$ cat config.mk
export PLATFORM = sky130hd
export DESIGN_NAME = opfetch
export DESIGN_NICKNAME = d
export VERILOG_FILES = /design/src/rtl/opfetch.sv
export SDC_FILE = /design/constraint.sdc
export NUM_CORES = 2
export LEC_CHECK = 0
export ABC_CLOCK_PERIOD_IN_PS = 70000
export BUFFER_PORTS_ARGS = -buffer_cell sky130_fd_sc_hd__buf_2
export CELL_PAD_IN_SITES_DETAIL_PLACEMENT = 1
export CELL_PAD_IN_SITES_GLOBAL_PLACEMENT = 1
export CORE_UTILIZATION = 55
export CTS_CLUSTER_DIAMETER = 100
export DETAILED_ROUTE_END_ITERATION = 8
export GPL_TIMING_DRIVEN = 0
export PLACE_DENSITY = 0.81
export RECOVER_POWER = 100
export SYNTH_ARGS = -nofsm -noshare
export SYNTH_HDL_FRONTEND = slang
export SYNTH_SLANG_ARGS = --single-unit
export TNS_END_PERCENT = 100
$ cat constraint.sdc
create_clock -name clk -period 70 [get_ports clk]
set_clock_uncertainty 0.1 [all_clocks]
set_input_delay 14 -clock clk [delete_from_list [all_inputs] [get_ports clk]]
set_output_delay 14 -clock clk [all_outputs]
set_load 0.05 [all_outputs]
$ cat src/rtl/opfetch.sv
// Operand fetch stage: register file, scoreboard and a one-entry operand register for the ALU.
// Latency: 1 cycle from accepted instruction to out_valid; one instruction per cycle when draining.
// Backpressure: in_ready drops while the operand register is held (out_ready low) or a source is pending.
//
// Ports:
//   clk, rst                      clock, asynchronous active-high reset
//   in_valid/in_ready             decoded instruction handshake
//   in_rs1/in_rs2/in_rd           source and destination register indices
//   in_imm/in_use_imm             immediate, selects immediate as y operand
//   out_valid/out_ready           operand handshake towards the ALU
//   out_x/out_y/out_rd            operands and destination index
//   wb_en/wb_rd/wb_data           writeback port from the ALU result path
//
// Optional feature: define OPFETCH_BYPASS_EN to forward a same-cycle writeback
// into a pending source, resolving the hazard without waiting for the register file.
module opfetch #(
    parameter int N = 32,
    parameter int R = 32,
    localparam int IW = $clog2(R)
) (
    input  logic          clk,
    input  logic          rst,
    input  logic          in_valid,
    output logic          in_ready,
    input  logic [IW-1:0] in_rs1,
    input  logic [IW-1:0] in_rs2,
    input  logic [IW-1:0] in_rd,
    input  logic [N-1:0]  in_imm,
    input  logic          in_use_imm,
    output logic          out_valid,
    input  logic          out_ready,
    output logic [N-1:0]  out_x,
    output logic [N-1:0]  out_y,
    output logic [IW-1:0] out_rd,
    input  logic          wb_en,
    input  logic [IW-1:0] wb_rd,
    input  logic [N-1:0]  wb_data
);

    logic [N-1:0] rf [R];
    logic [R-1:0] pending;
    logic [R-1:0] pending_nxt;

    logic         pend1, pend2;
    logic         byp1, byp2;
    logic         hazard;
    logic         accept;
    logic [N-1:0] rd1, rd2;
    logic [N-1:0] src1, src2;
    logic         wb_write;

    assign wb_write = wb_en && (wb_rd != '0);

    // Register 0 reads as zero regardless of storage contents.
    assign rd1 = (in_rs1 == '0) ? '0 : rf[in_rs1];
    assign rd2 = (in_rs2 == '0) ? '0 : rf[in_rs2];

    // pending[0] is held at zero, so r0 never creates a hazard.
    assign pend1 = pending[in_rs1];
    assign pend2 = pending[in_rs2] && !in_use_imm;

`ifdef OPFETCH_BYPASS_EN
    assign byp1 = pend1 && wb_write && (wb_rd == in_rs1);
    assign byp2 = pend2 && wb_write && (wb_rd == in_rs2);
`else
    assign byp1 = 1'b0;
    assign byp2 = 1'b0;
`endif

    assign src1 = byp1 ? wb_data : rd1;
    assign src2 = byp2 ? wb_data : rd2;

    assign hazard   = (pend1 && !byp1) || (pend2 && !byp2);
    assign in_ready = (!out_valid || out_ready) && !hazard;
    assign accept   = in_valid && in_ready;

    // Clear from writeback first, then set from the newly issued producer so
    // that a same-edge set and clear on one index leaves the bit set.
    always_comb begin
        pending_nxt = pending;
        if (wb_en) begin
            pending_nxt[wb_rd] = 1'b0;
        end
        if (accept && (in_rd != '0)) begin
            pending_nxt[in_rd] = 1'b1;
        end
        pending_nxt[0] = 1'b0;
    end

    always_ff @(posedge clk or posedge rst) begin
        if (rst) begin
            pending <= '0;
        end else begin
            pending <= pending_nxt;
        end
    end

    always_ff @(posedge clk or posedge rst) begin
        if (rst) begin
            for (int i = 0; i < R; i++) begin
                rf[i] <= '0;
            end
        end else if (wb_write) begin
            rf[wb_rd] <= wb_data;
        end
    end

    // Operand register: load on accept, drop valid on drain, otherwise hold.
    always_ff @(posedge clk or posedge rst) begin
        if (rst) begin
            out_valid <= 1'b0;
            out_x     <= '0;
            out_y     <= '0;
            out_rd    <= '0;
        end else if (accept) begin
            out_valid <= 1'b1;
            out_x     <= src1;
            out_y     <= in_use_imm ? in_imm : src2;
            out_rd    <= in_rd;
        end else if (out_ready) begin
            out_valid <= 1'b0;
        end
    end

endmodule

# Word level (Yosys, flattened, before mapping)
# Cells that the tools add are included.
# totals
register_bits,1125
inputBits,90
out_inout_bits,71
wordCells,95
# op_classes
n_lt_le_gt_ge,10
n_mux,24
n_bitwise,6
reduce_logical,18
# ops
op,n
bitwise mux 1024 bit,1
binary-select mux 32 bit (select 5 bit),2
2-to-1 mux 32 bit,10
demux 32 bit (select 5 bit),1
bitwise AND 32 bit,1
inverter 32 bit,1
OR 32 bit,1
less-than comparator 5 x 6 -> 1 bit (second input constant),4
>= comparator 6 bit (second input constant),3
inverter 5 -> 6 bit,3
binary-select mux 1 bit (select 5 bit),2
demux 1 bit (select 5 bit),2
>= comparator 5 x 1 -> 1 bit (second input constant),2
logical NOT 5 bit,2
nonzero test 5 bit,2
logical AND 1 bit,8
less-than comparator 6 x 1 -> 1 bit (second input constant),1
2-to-1 mux 1 bit,6
logical NOT 1 bit,3
logical OR 1 bit,2
nonzero test 2 bit,1

# Longest topological paths before layout
# depth
ltp_word,9
depth_mapped,11
depth_no_buf,6

# Least setup slack after synthesis
# OpenSTA, ideal clock, no wires.
# synth_timing
path_kind,input to output
start,input in_rs1[0]
end,output in_ready
arrival_time_ns,15.576
required_time_ns,55.900
setup_slack_ns,40.324
stages,9
n_path_buf,5
cell_sequence,clkbuf_2 buf_6 buf_6 buf_6 a21oi_1 o211ai_1 nand4b_1 a31oi_1 buf_2
# synth_via
elab_chain_len,5
# synth_rtl
element,line_no,source
start: declaration,25,"input logic [IW-1:0] in_rs1,"
binary-select mux 1 bit (select 5 bit),59,assign pend1 = pending[in_rs1];
2-to-1 mux 1 bit (implied by the code),59,
logical OR 1 bit,73,assign hazard = (pend1 && !byp1) || (pend2 && !byp2);
logical NOT 1 bit,74,assign in_ready = (!out_valid || out_ready) && !hazard;
logical AND 1 bit,74,
end: declaration,24,"output logic in_ready,"
# Every way passes these cells. The select of a mux whose other input is x is not followed.

==> out/metrics.csv <==
metric;value;unit
Setup Viol. Count Final;0;
Seq/Total Area, Yosys;47.77;%
Starting DRT DRC Count;5777;
Post-synth EDFFs;0;
Die ar.;108500;sq um
WP data arrival;31630;ps
Fmax achieved;30.69;MHz
Synth top area share;47.77;%
Layout Cells excl Fill;5718;
most frequent CP cell;clkbuf_1;
worst hold-check path type;reg2reg;
total iterations of the first detailed-routing run;8;
row count;119;
average cell area after synthesis;15.03;sq um
Final ANT Viol Nets;0;
max_cap viols;23;
Port-buffer cells;152;
CTS root buf;clkbuf_16;
Storage cell area;28150;sq um
hold_sp;rf[1012]$_DFFE_PP0P_;
area occupied by multi-input gates;28740;sq um
die width;329.3;um
failing checks;DRC, capacitance limit, slew limit;
most common library cells after synthesis;dfrtp_1 (1125), mux2_2 (1069), mux4_2 (519);
Setup crit start kind;input pin;
# hold bufs at CTS;0;
first-pass GRT wire length;325600;um
number of global-route vias before repair;43940;
htree depth;3;
Clock Latency Late Sink;760;ps
outcome;finished, violations left;
Seq cells post-synth;1125;
Synth Flop Type;dfrtp_1;
area grow syn2layout;11.27;%
total CTS buffers;119;
final core occ;62.03;%
crit-path max FO;128;
Post-CTS Setup Inserts;0;
Synth Instances;3921;
Worst R2R Setup Slack;65880;ps
Final Hold Viols;0;
via count;41860;
RSZ-0062 raised after global routing;false;
Tcrit/Tclk final;46.55;%
count leader, synth;dfrtp_1;
fraction of layout cells with a size suffix above 1;44.93;%
Chip Height;329.3;um
post-DP HPWL;160700;um
Post-Route WL;228300;um
Avg Vias per Cell;7.320;
Setup crit end kind;asynchronous set/reset pin;
grt ovf;0;
I/O pins;161;
Hold Path Sink;rf[1012]$_DFFE_PP0P_;
initial antenna violation count;28;
count of cell types in the netlist;43;
minimum clock period;32580;ps
post-synth top area cell;dfrtp_1;
CP max stage delay;5150;ps
Max-slew headroom;-360.2;%
dominant cells by area after synthesis;dfrtp_1 (48%), mux2_2 (20%), mux4_2 (20%);
worst slew pin tran;6904;ps
R2R Path Start;pending[5]$_DFF_PP0_;
Placed Cells;5475;
fraction of registers with async set/reset;100.0;%
NumNets Final;4299;
Peak VDD IR;23.03;uV
post-CTS sizing;0;
Syn. warnings;0;
required time of the critical path;69050;ps
Fill cells;9783;
critical-path cell list;clkbuf_1 > clkinvlp_2 > clkbuf_1 > clkbuf_1 > clkbuf_1;
Slew Limit Fails;1226;
Core Region;105700;sq um
largest net degree at the start of global routing;129;
cell depth of the worst hold path;1;
Final Wtd Congestion;0.9617;
Initial Util;55.75;%
Worst-path clk slew;60;ps
Total GRT Usage;42.88;%
Fin Setup TNS;0;ps
worst-case clock buffer depth;3;
CP max stage cell;clkbuf_1;
Avg WL per Cell;39.93;um
Setup CP Type;in2async;
Post-Syn Area;58930;sq um
CTS tree;built;
pwr dens;31.51;nW/um^2
# clock sinks;1125;
Leak;28.33;nW
cell depth of the worst flop-to-flop path;8;
syn_nets;4011;
DRC violations left;6;
reg2reg end;out_x[28]$_DFFE_PP0P_;
-- power breakdown --
group	switching (mW)	internal [mW]	leakage, nW
Combinational	0.263	0.236	11.9
Clock	0.285	0.390	2.05
Sequential	0.111	0.782	14.4
-- cell type report --
type	count	share of cell area, %
antenna	16	0.06106
buffer	434	2.805
clock buffer	171	5.316
clock inverter	52	0.9483
inverter	50	0.2881
multi-input combinational	2312	43.82
sequential	1125	42.93
tap	1391	2.654
timing repair buffer	167	1.175
-- worst max path at each step --
stage / from / end / depth (start not counted)
after floorplan: rst / out_rd[0]$_DFFE_PP0P_ / 1
after global placement: rst / rf[963]$_DFFE_PP0P_ / 2
after detailed placement: in_rs1[2] / in_ready / 9
after CTS: in_rs1[2] / in_ready / 9
after global routing: rst / pending[7]$_DFF_PP0_ / 5
final: rst / pending[7]$_DFF_PP0_ / 5
-- routing by layer --
layer	global-route usage, %	share of wire, %	vias up
li1	-	-	15560
met1	56.46	36	22530
met2	61.67	44	2908
met3	15.86	13	842
met4	24.04	6.8	20
met5	0	0.057	-
-- cells in the final DEF, fill, tap and decap left out, types with 44 or more instances in the layout --
cell type,count
mux2i_1,162
nand3_1,56
clkbuf_16,121
nand2_1,150
o21ai_0,64
o221ai_1,44
mux2_2,1052
mux4_2,519
dfrtp_1,1125
mux2_1,57
o21ai_1,56
clkbuf_1,437
buf_2,133
-- registers in the layout, summed over array words and instances (netlist names) --
register / flops
out_x: 32
out_y: 32
pending: 31
rf: 1024
out_rd: 5
out_valid: 1
-- worst max-delay path: cells and delay by family --
family / cells / cell delay, ps
buffers and inverters: 5 / 17280
-- logic make-up after synthesis --
| logic type | after synthesis | synth area share [%] |
|---|---|---|
| multiplexers | 1790 | 43.78 |
| flip-flops | 1125 | 47.77 |
| buffers and inverters | 484 | 3.484 |
| AND/OR/NAND/NOR | 267 | 2.026 |
| AO/OA/AOI/OAI | 255 | 2.943 |
-- stage by stage --
step	cell area, sq um	setup WS [ps]	hold slack, ps	power [mW]
2_1_floorplan	58930	24220	341.3	1.212
3_3_place_gp	61430	11430	353.0	1.348
3_5_place_dp	61730	38950	370.4	1.380
4_1_cts	65840	39000	385.2	2.052
5_1_grt	65550	33920	406.4	2.116
6_report	65580	37420	378.6	2.066
Note: power is estimated with default switching activity, not from simulation.
